<file path="config.mk">
export PLATFORM = sky130hd
export DESIGN_NAME = jtag_host_driver
export DESIGN_NICKNAME = d
export VERILOG_FILES = /design/src/rtl/jtag_pkg.sv /design/src/rtl/jtag_tck_gen.sv /design/src/rtl/jtag_host_driver.sv
export SDC_FILE = /design/constraint.sdc
export NUM_CORES = 1
export LEC_CHECK = 0
export ABC_AREA = 1
export CELL_PAD_IN_SITES_DETAIL_PLACEMENT = 0
export CELL_PAD_IN_SITES_GLOBAL_PLACEMENT = 1
export CORE_MARGIN = 2
export CORE_UTILIZATION = 42
export DETAILED_ROUTE_END_ITERATION = 10
export GPL_ROUTABILITY_DRIVEN = 0
export PLACE_DENSITY = 0.85
export SETUP_SLACK_MARGIN = 0.4
export SYNTH_ARGS = -nofsm -noshare
export SYNTH_HDL_FRONTEND = slang
export SYNTH_HIERARCHICAL = 1
export SYNTH_SLANG_ARGS = --single-unit
</file>
<file path="constraint.sdc">
create_clock -name clk_i -period 2.6 [get_ports clk_i]
set_input_delay 0.39 -clock clk_i [delete_from_list [all_inputs] [get_ports clk_i]]
set_output_delay 0.39 -clock clk_i [all_outputs]
set_load 0.01 [all_outputs]
</file>
<file path="src/rtl/jtag_pkg.sv">
// rtl/jtag_pkg.sv - shared JTAG host encodings: command ops, IR opcodes, FSM states
package jtag_pkg;

  typedef enum logic [1:0] {
    OP_DR   = 2'd0,
    OP_IR   = 2'd1,
    OP_TLR  = 2'd2,
    OP_RSVD = 2'd3
  } cmd_op_e;

  // Instruction opcodes understood by the TAP decoder on the far side.
  localparam logic [3:0] IR_SAMPLE   = 4'h1;
  localparam logic [3:0] IR_EXTEST   = 4'h2;
  localparam logic [3:0] IR_INTEST   = 4'h3;
  localparam logic [3:0] IR_RUNBIST  = 4'h4;
  localparam logic [3:0] IR_GETTEST  = 4'h5;
  localparam logic [3:0] IR_SETSTATE = 4'h6;
  localparam logic [3:0] IR_IDCODE   = 4'h7;
  localparam logic [3:0] IR_USERCODE = 4'h8;
  localparam logic [3:0] IR_BYPASS   = 4'hF;

  typedef logic [2:0] fsm_state_t;
  localparam fsm_state_t ST_RST_SEQ = 3'd0;
  localparam fsm_state_t ST_IDLE    = 3'd1;
  localparam fsm_state_t ST_PRE     = 3'd2;
  localparam fsm_state_t ST_SHIFT   = 3'd3;
  localparam fsm_state_t ST_POST    = 3'd4;
  localparam fsm_state_t ST_DONE    = 3'd5;

endpackage

</file>
<file path="src/rtl/jtag_tck_gen.sv">
// rtl/jtag_tck_gen.sv - TCK divider: low phase then high phase, DIV clk each
module jtag_tck_gen #(
  parameter int DIV = 2
) (
  input  logic clk_i,
  input  logic rst_n_i,
  input  logic en_i,
  output logic tck_o,
  output logic rise_stb_o,
  output logic fall_stb_o
);

  localparam int CW = (DIV > 1) ? $clog2(DIV) : 1;

  logic [CW-1:0] cnt_q, cnt_d;
  logic          tck_q, tck_d;
  logic          wrap;

  assign wrap = (cnt_q == CW'(DIV - 1));

  // Strobes are high in the cycle whose closing edge flips TCK.
  always_comb begin
    cnt_d = cnt_q;
    tck_d = tck_q;
    if (!en_i) begin
      cnt_d = '0;
      tck_d = 1'b0;
    end else if (wrap) begin
      cnt_d = '0;
      tck_d = ~tck_q;
    end else begin
      cnt_d = cnt_q + 1'b1;
    end
  end

  always_ff @(posedge clk_i or negedge rst_n_i) begin
    if (!rst_n_i) begin
      cnt_q <= '0;
      tck_q <= 1'b0;
    end else begin
      cnt_q <= cnt_d;
      tck_q <= tck_d;
    end
  end

  assign tck_o      = tck_q;
  assign rise_stb_o = en_i & wrap & ~tck_q;
  assign fall_stb_o = en_i & wrap & tck_q;

endmodule

</file>
<file path="src/rtl/jtag_host_driver.sv">
// rtl/jtag_host_driver.sv - JTAG initiator turning IR/DR scan commands into TAP traffic
module jtag_host_driver #(
  parameter int DATA_W = 32,
  parameter int LEN_W  = 6,
  parameter int DIV    = 2
) (
  input  logic              clk_i,
  input  logic              rst_n_i,
  input  logic              cmd_valid_i,
  output logic              cmd_ready_o,
  input  logic [1:0]        cmd_op_i,
  input  logic [LEN_W-1:0]  cmd_len_i,
  input  logic [DATA_W-1:0] cmd_data_i,
  output logic              rsp_valid_o,
  output logic [DATA_W-1:0] rsp_data_o,
  output logic              busy_o,
  output logic              tck_o,
  output logic              tms_o,
  output logic              tdi_o,
  input  logic              tdo_i
);
  import jtag_pkg::*;

  fsm_state_t        state_q, state_d;
  logic [LEN_W-1:0]  cnt_q, cnt_d, last_q, last_d, len_m1;
  cmd_op_e           op_q, op_d;
  logic [DATA_W-1:0] data_q, data_d, cap_q, cap_d, mask_q, mask_d, rsp_q, rsp_d;
  logic              tms_q, tms_d, tdi_q, tdi_d;
  logic              tck_en, rise_stb, fall_stb;

  assign tck_en = (state_q == ST_RST_SEQ) || (state_q == ST_PRE) ||
                  (state_q == ST_SHIFT)   || (state_q == ST_POST);

  jtag_tck_gen #(.DIV(DIV)) u_tck_gen (
    .clk_i      (clk_i),
    .rst_n_i    (rst_n_i),
    .en_i       (tck_en),
    .tck_o      (tck_o),
    .rise_stb_o (rise_stb),
    .fall_stb_o (fall_stb)
  );

  // Stored as length-1 so the last-bit compare needs no arithmetic.
  always_comb begin
    if (cmd_len_i == '0)                     len_m1 = '0;
    else if (cmd_len_i > LEN_W'(DATA_W))     len_m1 = LEN_W'(DATA_W - 1);
    else                                     len_m1 = cmd_len_i - 1'b1;
  end

  function automatic logic tms_of(input fsm_state_t st, input logic [LEN_W-1:0] cnt,
                                  input logic [LEN_W-1:0] last, input cmd_op_e op);
    case (st)
      ST_RST_SEQ: tms_of = (cnt != LEN_W'(5));
      ST_PRE:     tms_of = (op == OP_IR) ? (cnt < LEN_W'(2)) : (cnt == '0);
      ST_SHIFT:   tms_of = (cnt == last);
      ST_POST:    tms_of = (cnt == '0);
      default:    tms_of = 1'b0;
    endcase
  endfunction

  always_comb begin
    state_d = state_q;
    cnt_d   = cnt_q;
    last_d  = last_q;
    op_d    = op_q;
    data_d  = data_q;
    cap_d   = cap_q;
    mask_d  = mask_q;
    rsp_d   = rsp_q;
    case (state_q)
      ST_RST_SEQ: if (fall_stb) begin
        if (cnt_q == LEN_W'(5)) begin
          state_d = ST_DONE;
          cnt_d   = '0;
          rsp_d   = '0;
        end else begin
          cnt_d = cnt_q + 1'b1;
        end
      end
      ST_IDLE: if (cmd_valid_i) begin
        op_d   = cmd_op_e'(cmd_op_i);
        last_d = len_m1;
        data_d = cmd_data_i;
        cap_d  = '0;
        mask_d = DATA_W'(1);
        cnt_d  = '0;
        case (cmd_op_i)
          OP_DR, OP_IR: state_d = ST_PRE;
          OP_TLR:       state_d = ST_RST_SEQ;
          default: begin
            state_d = ST_DONE;
            rsp_d   = '0;
          end
        endcase
      end
      ST_PRE: if (fall_stb) begin
        if (cnt_q == ((op_q == OP_IR) ? LEN_W'(3) : LEN_W'(2))) begin
          state_d = ST_SHIFT;
          cnt_d   = '0;
        end else begin
          cnt_d = cnt_q + 1'b1;
        end
      end
      ST_SHIFT: begin
        if (rise_stb && tdo_i) cap_d = cap_q | mask_q;
        if (fall_stb) begin
          mask_d = mask_q << 1;
          data_d = data_q >> 1;
          if (cnt_q == last_q) begin
            state_d = ST_POST;
            cnt_d   = '0;
          end else begin
            cnt_d = cnt_q + 1'b1;
          end
        end
      end
      ST_POST: if (fall_stb) begin
        if (cnt_q == LEN_W'(1)) begin
          state_d = ST_DONE;
          cnt_d   = '0;
          rsp_d   = cap_q;
        end else begin
          cnt_d = cnt_q + 1'b1;
        end
      end
      ST_DONE: state_d = ST_IDLE;
      default: state_d = ST_RST_SEQ;
    endcase
    // Pins are registered from next-state so they only move on TCK fall.
    tms_d = tms_of(state_d, cnt_d, last_d, op_d);
    tdi_d = (state_d == ST_SHIFT) & data_d[0];
  end

  always_ff @(posedge clk_i or negedge rst_n_i) begin
    if (!rst_n_i) begin
      state_q <= ST_RST_SEQ;
      cnt_q   <= '0;
      last_q  <= '0;
      op_q    <= OP_TLR;
      data_q  <= '0;
      cap_q   <= '0;
      mask_q  <= '0;
      rsp_q   <= '0;
      tms_q   <= 1'b1;
      tdi_q   <= 1'b0;
    end else begin
      state_q <= state_d;
      cnt_q   <= cnt_d;
      last_q  <= last_d;
      op_q    <= op_d;
      data_q  <= data_d;
      cap_q   <= cap_d;
      mask_q  <= mask_d;
      rsp_q   <= rsp_d;
      tms_q   <= tms_d;
      tdi_q   <= tdi_d;
    end
  end

  assign cmd_ready_o = (state_q == ST_IDLE);
  assign busy_o      = (state_q != ST_IDLE);
  assign rsp_valid_o = (state_q == ST_DONE);
  assign rsp_data_o  = rsp_q;
  assign tms_o       = tms_q;
  assign tdi_o       = tdi_q;

endmodule

</file>
# After elaboration in Yosys (flattened, before gate mapping)
# Index checks and enable logic that the tools add are counted.
dict set report word_totals {
  register_bits 149
  output_inout_bits 38
  inputBits 44
  elab_cells 118
}
dict set report classes {
  n_mux 50
  magnitude_cmp 2
  bitwise_logic 6
  n_reduce_logical 16
  add_sub_neg 3
  n_eq_ne 28
}
# operator count
set op_table {}
lappend op_table {{32-bit two-way mux} 12}
lappend op_table {{32-bit one-hot mux with 2 select lines} 3}
lappend op_table {{32-bit one-hot mux with 3 select lines} 1}
lappend op_table {{6-bit two-way mux} 13}
lappend op_table {{32-bit bitwise OR} 1}
lappend op_table {{6-bit one-hot mux with 5 select lines} 1}
lappend op_table {{3-bit two-way mux} 9}
lappend op_table {{3-bit one-hot mux with 6 select lines} 1}
lappend op_table {{3-bit by 2-bit equality test with 1-bit output, second input constant} 4}
lappend op_table {{6-bit equality test} 2}
lappend op_table {{6-bit zero test} 2}
lappend op_table {{2-bit inequality test, second input constant} 6}
lappend op_table {{3-bit equality test, second input constant} 3}
lappend op_table {{7-bit AND reduction} 1}
lappend op_table {{6-bit by 1-bit adder with 6-bit output, second input constant} 1}
lappend op_table {{2-bit by 1-bit equality test with 1-bit output, second input constant} 3}
lappend op_table {{6-bit by 1-bit equality test with 1-bit output, second input constant} 1}
lappend op_table {{6-bit by 2-bit equality test with 1-bit output} 1}
lappend op_table {{6-bit by 3-bit equality test with 1-bit output, second input constant} 1}
lappend op_table {{6-bit greater-than comparator, second input constant} 1}
lappend op_table {{3-bit zero test} 2}
lappend op_table {{6-bit by 2-bit less-than comparator with 1-bit output, second input constant} 1}
lappend op_table {{1-bit two-way mux} 6}
lappend op_table {{2-bit by 1-bit inequality test with 1-bit output, second input constant} 3}
lappend op_table {{19 further kinds} 26}

# Depth between registers and ports, before layout
dict set report logic_depth {
  word_depth 11
  ltp_mapped 20
  ltp_nobuf 19
}

# By module
# Netlist, hierarchy kept.
# mod cells_per_inst seq_area_each_um2 area_each_um2 instances
set by_module_without_submodules {}
lappend by_module_without_submodules {jtag_host_driver 813 3681.0 6761.5 1}
lappend by_module_without_submodules {jtag_tck_gen 12 50.0 90.1 1}

# Worst setup path before layout
# Ideal clock, no wire load.
dict set report synth_timing {
  path_type {register -> register}
  startpoint {reg state_q[0]}
  endpoint {reg tms_q (netlist: tms_o)}
  synth_period_minus_slack_ns 2.101
  setup_slack_ns 0.499
  t_arrival_ns 2.018
  setup_time_ns 0.082
  n_path_buf 1
  t_required_ns 2.518
  stages_incl_launch_ff 20
  cell_sequence {dfrtp_1 -> nor2_1 -> inv_2 -> nand2_1 -> nand2_1 -> nor2_1 -> buf_2 -> inv_1 -> nor2_1 -> o21ai_1 -> nand2_1 -> nand2_1 -> nand2_1 -> nand2_1 -> nand2_1 -> nand2_1 -> nor2_1 -> nand2_1 -> nand2_1 -> nand3_1}
}
dict set report synth_via {
  elab_chain_len 11
  elab_cells_between_ends 39
  cone_classes {order compare (1); eq/ne (11); mux (19); bitwise (2); reduce/logical (6)}
}
# element line_no
set synth_lines {}
lappend synth_lines {{start, declared} jtag_host_driver.sv:24} ;# fsm_state_t state_q, state_d;
lappend synth_lines {{start signal, assigned} jtag_host_driver.sv:147} ;# state_q <= state_d;
lappend synth_lines {{3-bit by 2-bit equality test with 1-bit output or 3-bit zero test (tied branches)} jtag_host_driver.sv:31} ;# assign tck_en = (state_q == ST_RST_SEQ) || (state_q == ST_PRE) ||
lappend synth_lines {{1-bit logical OR (2 in a row)} jtag_host_driver.sv:31}
lappend synth_lines {{1-bit logical OR (*)} jtag_host_driver.sv:32} ;# (state_q == ST_SHIFT) || (state_q == ST_POST);
lappend synth_lines {{net tck_en} jtag_host_driver.sv:29} ;# logic tck_en, rise_stb, fall_stb;
lappend synth_lines {{1-bit AND (*) (2 in a row)} jtag_tck_gen.sv:48} ;# assign fall_stb_o = en_i & wrap & tck_q;
lappend synth_lines {{net fall_stb} jtag_host_driver.sv:29}
lappend synth_lines {{6-bit two-way mux (on tied branches)} n/a}
lappend synth_lines {{6-bit one-hot mux with 5 select lines} jtag_host_driver.sv:70} ;# case (state_q)
lappend synth_lines {{6-bit by 2-bit less-than comparator with 1-bit output or 6-bit zero test (tied branches)} {jtag_host_driver.sv:54, jtag_host_driver.sv:56}}
lappend synth_lines {{1-bit two-way mux} jtag_host_driver.sv:54} ;# ST_PRE: tms_of = (op == OP_IR) ? (cnt < LEN_W'(2)) : (cnt == '0);
lappend synth_lines {{1-bit one-hot mux with 4 select lines (*)} jtag_host_driver.sv:52} ;# case (st)
lappend synth_lines {{net tms_d} jtag_host_driver.sv:28} ;# logic tms_q, tms_d, tdi_q, tdi_d;
lappend synth_lines {{end signal, assigned} jtag_host_driver.sv:155} ;# tms_q <= tms_d;
lappend synth_lines {{end, declared} jtag_host_driver.sv:28}
# The timed path passes the listed nets; every way through them passes the cells marked *.
# A chain may end at the register's enable or synchronous reset.

# Final worst setup path
dict set report layout_timing {
  startpoint {reg state_q[1]}
  endpoint {reg tms_q (netlist: tms_o)}
}
# The elaborated chain is that of the path after synthesis.

==> impl_metrics.json <==
{
  "dp.cells": 1103,
  "min_period_over_period": 0.8126,
  "synth_top_cell_area_share": 0.5369,
  "ys_top_cells_by_area": "dfrtp_1 54%, nand2_1 12%, inv_1 6.5%",
  "postSynthAreaPerCell_um2": 8.305,
  "final.setup_skew_ns": 0.006300,
  "wirelength_um": 15040,
  "power.leakage_nw": 4.236,
  "worstSetupPathType": "reg2reg",
  "root_buffer": "clkbuf_16",
  "die-area_um2": 17350,
  "synth_area_um2": 6852,
  "fmaxAchievable_mhz": 473.3,
  "dr.first_iter.drc_count": 319,
  "finalSetupTns_ns": 0,
  "fp.dieH_um": 131.7,
  "drive_gt1_frac": 0.1130,
  "yosysMostFrequentCell": "nand2_1",
  "totalPowerFinal_mw": 4.878,
  "io_buffers": 81,
  "use_met2": 0.2760,
  "num_rows": 46,
  "finalSetupViolCount": 0,
  "outcome": "finished clean",
  "grt_pass1_wl_um": 25680,
  "crit_arrival_ns": 2.45,
  "rsz0062_at_grt": "yes",
  "synth_edf_count": 0,
  "clk_latency_ns": 0.42,
  "ant_nets": 0,
  "first_pass_iters": 4,
  "drv_cap": 0,
  "met1_usage": 0.2604,
  "slew_headroom": 0.6895,
  "antenna_found_initial": 0,
  "vdd_drop_max_mv": 0.4602,
  "htreeDepth": 4,
  "drc_errors": 0,
  "place_ws_ns": 0.2858,
  "yosys.area.top_type": "dfrtp_1",
  "worst_slack_ns": 0.4873,
  "ys_ff_latch": 149,
  "grt_overflow": 0,
  "start_util": 0.4298,
  "reg2reg_slack_ns": 0.49,
  "final_util": 0.5468,
  "synthesis.nets": 873,
  "cts_buffers": 17,
  "worst_slew_pin_slew_ns": 0.4657,
  "path_max_fanout": 5,
  "fin_cells": 1145,
  "finalMaxSlewViolations": 0,
  "core_region_area_um2": 15940,
  "use_met3": 0.04205,
  "p_per_area_nw_per_um2": 559.6,
  "netlist_top_cells_count": "220 x nand2_1, 147 x dfrtp_1, 119 x inv_1",
  "vias": 5543,
  "synth_ff_type": "dfrtp_1",
  "diodes": 0,
  "busiest_layer": "met2",
  "finalHoldViolations": 0,
  "synthDistinctLibCells": 33,
  "wl_per_cell_um": 13.14,
  "avgViaCountPerCell": 4.841,
  "netlist_instances": 825,
  "grtUsageTotal": 0.1816,
  "grt_max_degree": 65,
  "die_w_um": 131.7,
  "clock_path_buffers": 2,
  "crit_required_ns": 2.94,
  "cts_tree": "done",
  "async_reset_ff_frac": 1.000,
  "syn_to_final_growth_pct": 27.23,
  "worstSetupStartpointType": "flop",
  "endpoint_kind": "flop",
  "cts.sinks": 149,
  "fin_nets": 965,
  "io_pins": 82,
  "synth_warnings": 6,
  "path_clk_slew_ns": 0.06,
  "grt_pass1_vias": 5258,
  "hold_class": "in2async",
  "period_minus_slack_ns": 2.113,
  "dp_hpwl_um": 10120,
  "yosysSeqAreaShare": 0.5446
}
[kinds of logic after synthesis]
logic type | after synthesis | share of synthesized area
AOI/OAI and AO/OA | 154 | 0.1359
buffers and inverters | 166 | 0.09551
xor gates and xnor gates | 1 | 0.001279
DFF | 149 | 0.5446
and+or+nand+nor | 351 | 0.2155
adders and majority gates | 4 | 0.007305
[critical path, cell delays in order (launching register included)]
cell	delay, ns
dfrtp_2	0.44
nor2_4	0.14
inv_2	0.08
nand2_4	0.08
nand2_1	0.06
nor2_2	0.15
inv_2	0.09
buf_4	0.14
nand2_1	0.07
nand3_1	0.08
nand2_1	0.06
nand2_1	0.05
nand2_1	0.05
nand2_1	0.10
a21oi_2	0.23
nand2_1	0.07
nand2_1	0.07
nand3_1	0.07
[per-layer routing]
layer	vias to the layer above	wire length, µm	part of all wire
li1	2844	-	-
met1	2548	7413	0.49
met2	134	6805	0.45
met3	17	619	0.041
met4	0	206	0.014
met5	-	0	0
[timing repair]
| item | CTS | global route |
|---|---|---|
| gates resized for setup | 10 | 31 |
| hold buffers | 1 | 0 |
| buffers inserted | 2 | 8 |
| setup endpoints to repair | 41 | 76 |
| pin swaps | 0 | 4 |
| endpoints found under the hold margin | 49 | 0 |
[where the power goes]
group	total, mW	switching [mW]	internal (mW)
sequential	2.32	0	2.32
combinational	0.136	0.0681	0.0677
clock	2.42	0.888	1.53
total	4.88	0.956	3.92
[layout by cell type, fill, tap and decap left out, types with 10 or more instances in the layout]
cell and instances:
inv_2 11, clkbuf_16 17, inv_1 117, nand2_1 215
a22oi_1 35, nor2_2 10, o31ai_1 16, dfrtp_1 144
nand3_1 76, nor2_1 26, a21oi_1 36, buf_4 19
o21ai_0 43, o21ai_1 13, clkdlybuf4s50_1 78
[sequential cells by signal, indices dropped and copies added, names as in the netlist]
register,count
cap_q,32
data_q,32
mask_q,32
rsp_data_o,32
cnt_q,6
last_q,6
state_q,3
op_q,2
tdi_o,1
tms_o,1
u_tck_gen/cnt_q,1
u_tck_gen/tck_o,1
[area by class of cell]
class,count,area (µm²)
clock buffer,24,461.7
tap,216,270.3
timing repair buffer,108,1062
clock inverter,7,121.4
fill,1493,7226
multi-input combinational,510,2567
sequential,149,3735
inverter,131,499.2
[per-stage QoR]
step                cell area (µm²)  hold WS, ns
detailed placement             7923       0.3645
global placement               7923       0.3632
finish                         8717       0.4806
global route                   8717       0.4991
floorplan                      6852      0.09441
CTS                            8559       0.4812
[worst paths after layout]
path                            startpoint  cells past startpoint       endpoint
worst min register to register  data_q[25]                      2     data_q[25]
worst max register to register  state_q[1]                     17          tms_o
worst max-delay path            state_q[1]                     17          tms_o
worst min-delay path               rst_n_i                      2  rsp_data_o[9]
min in group clk_i              data_q[25]                      2     data_q[25]
max in group asynchronous          rst_n_i                      3        op_q[1]
No activity file was read; power rests on OpenSTA's default activity.
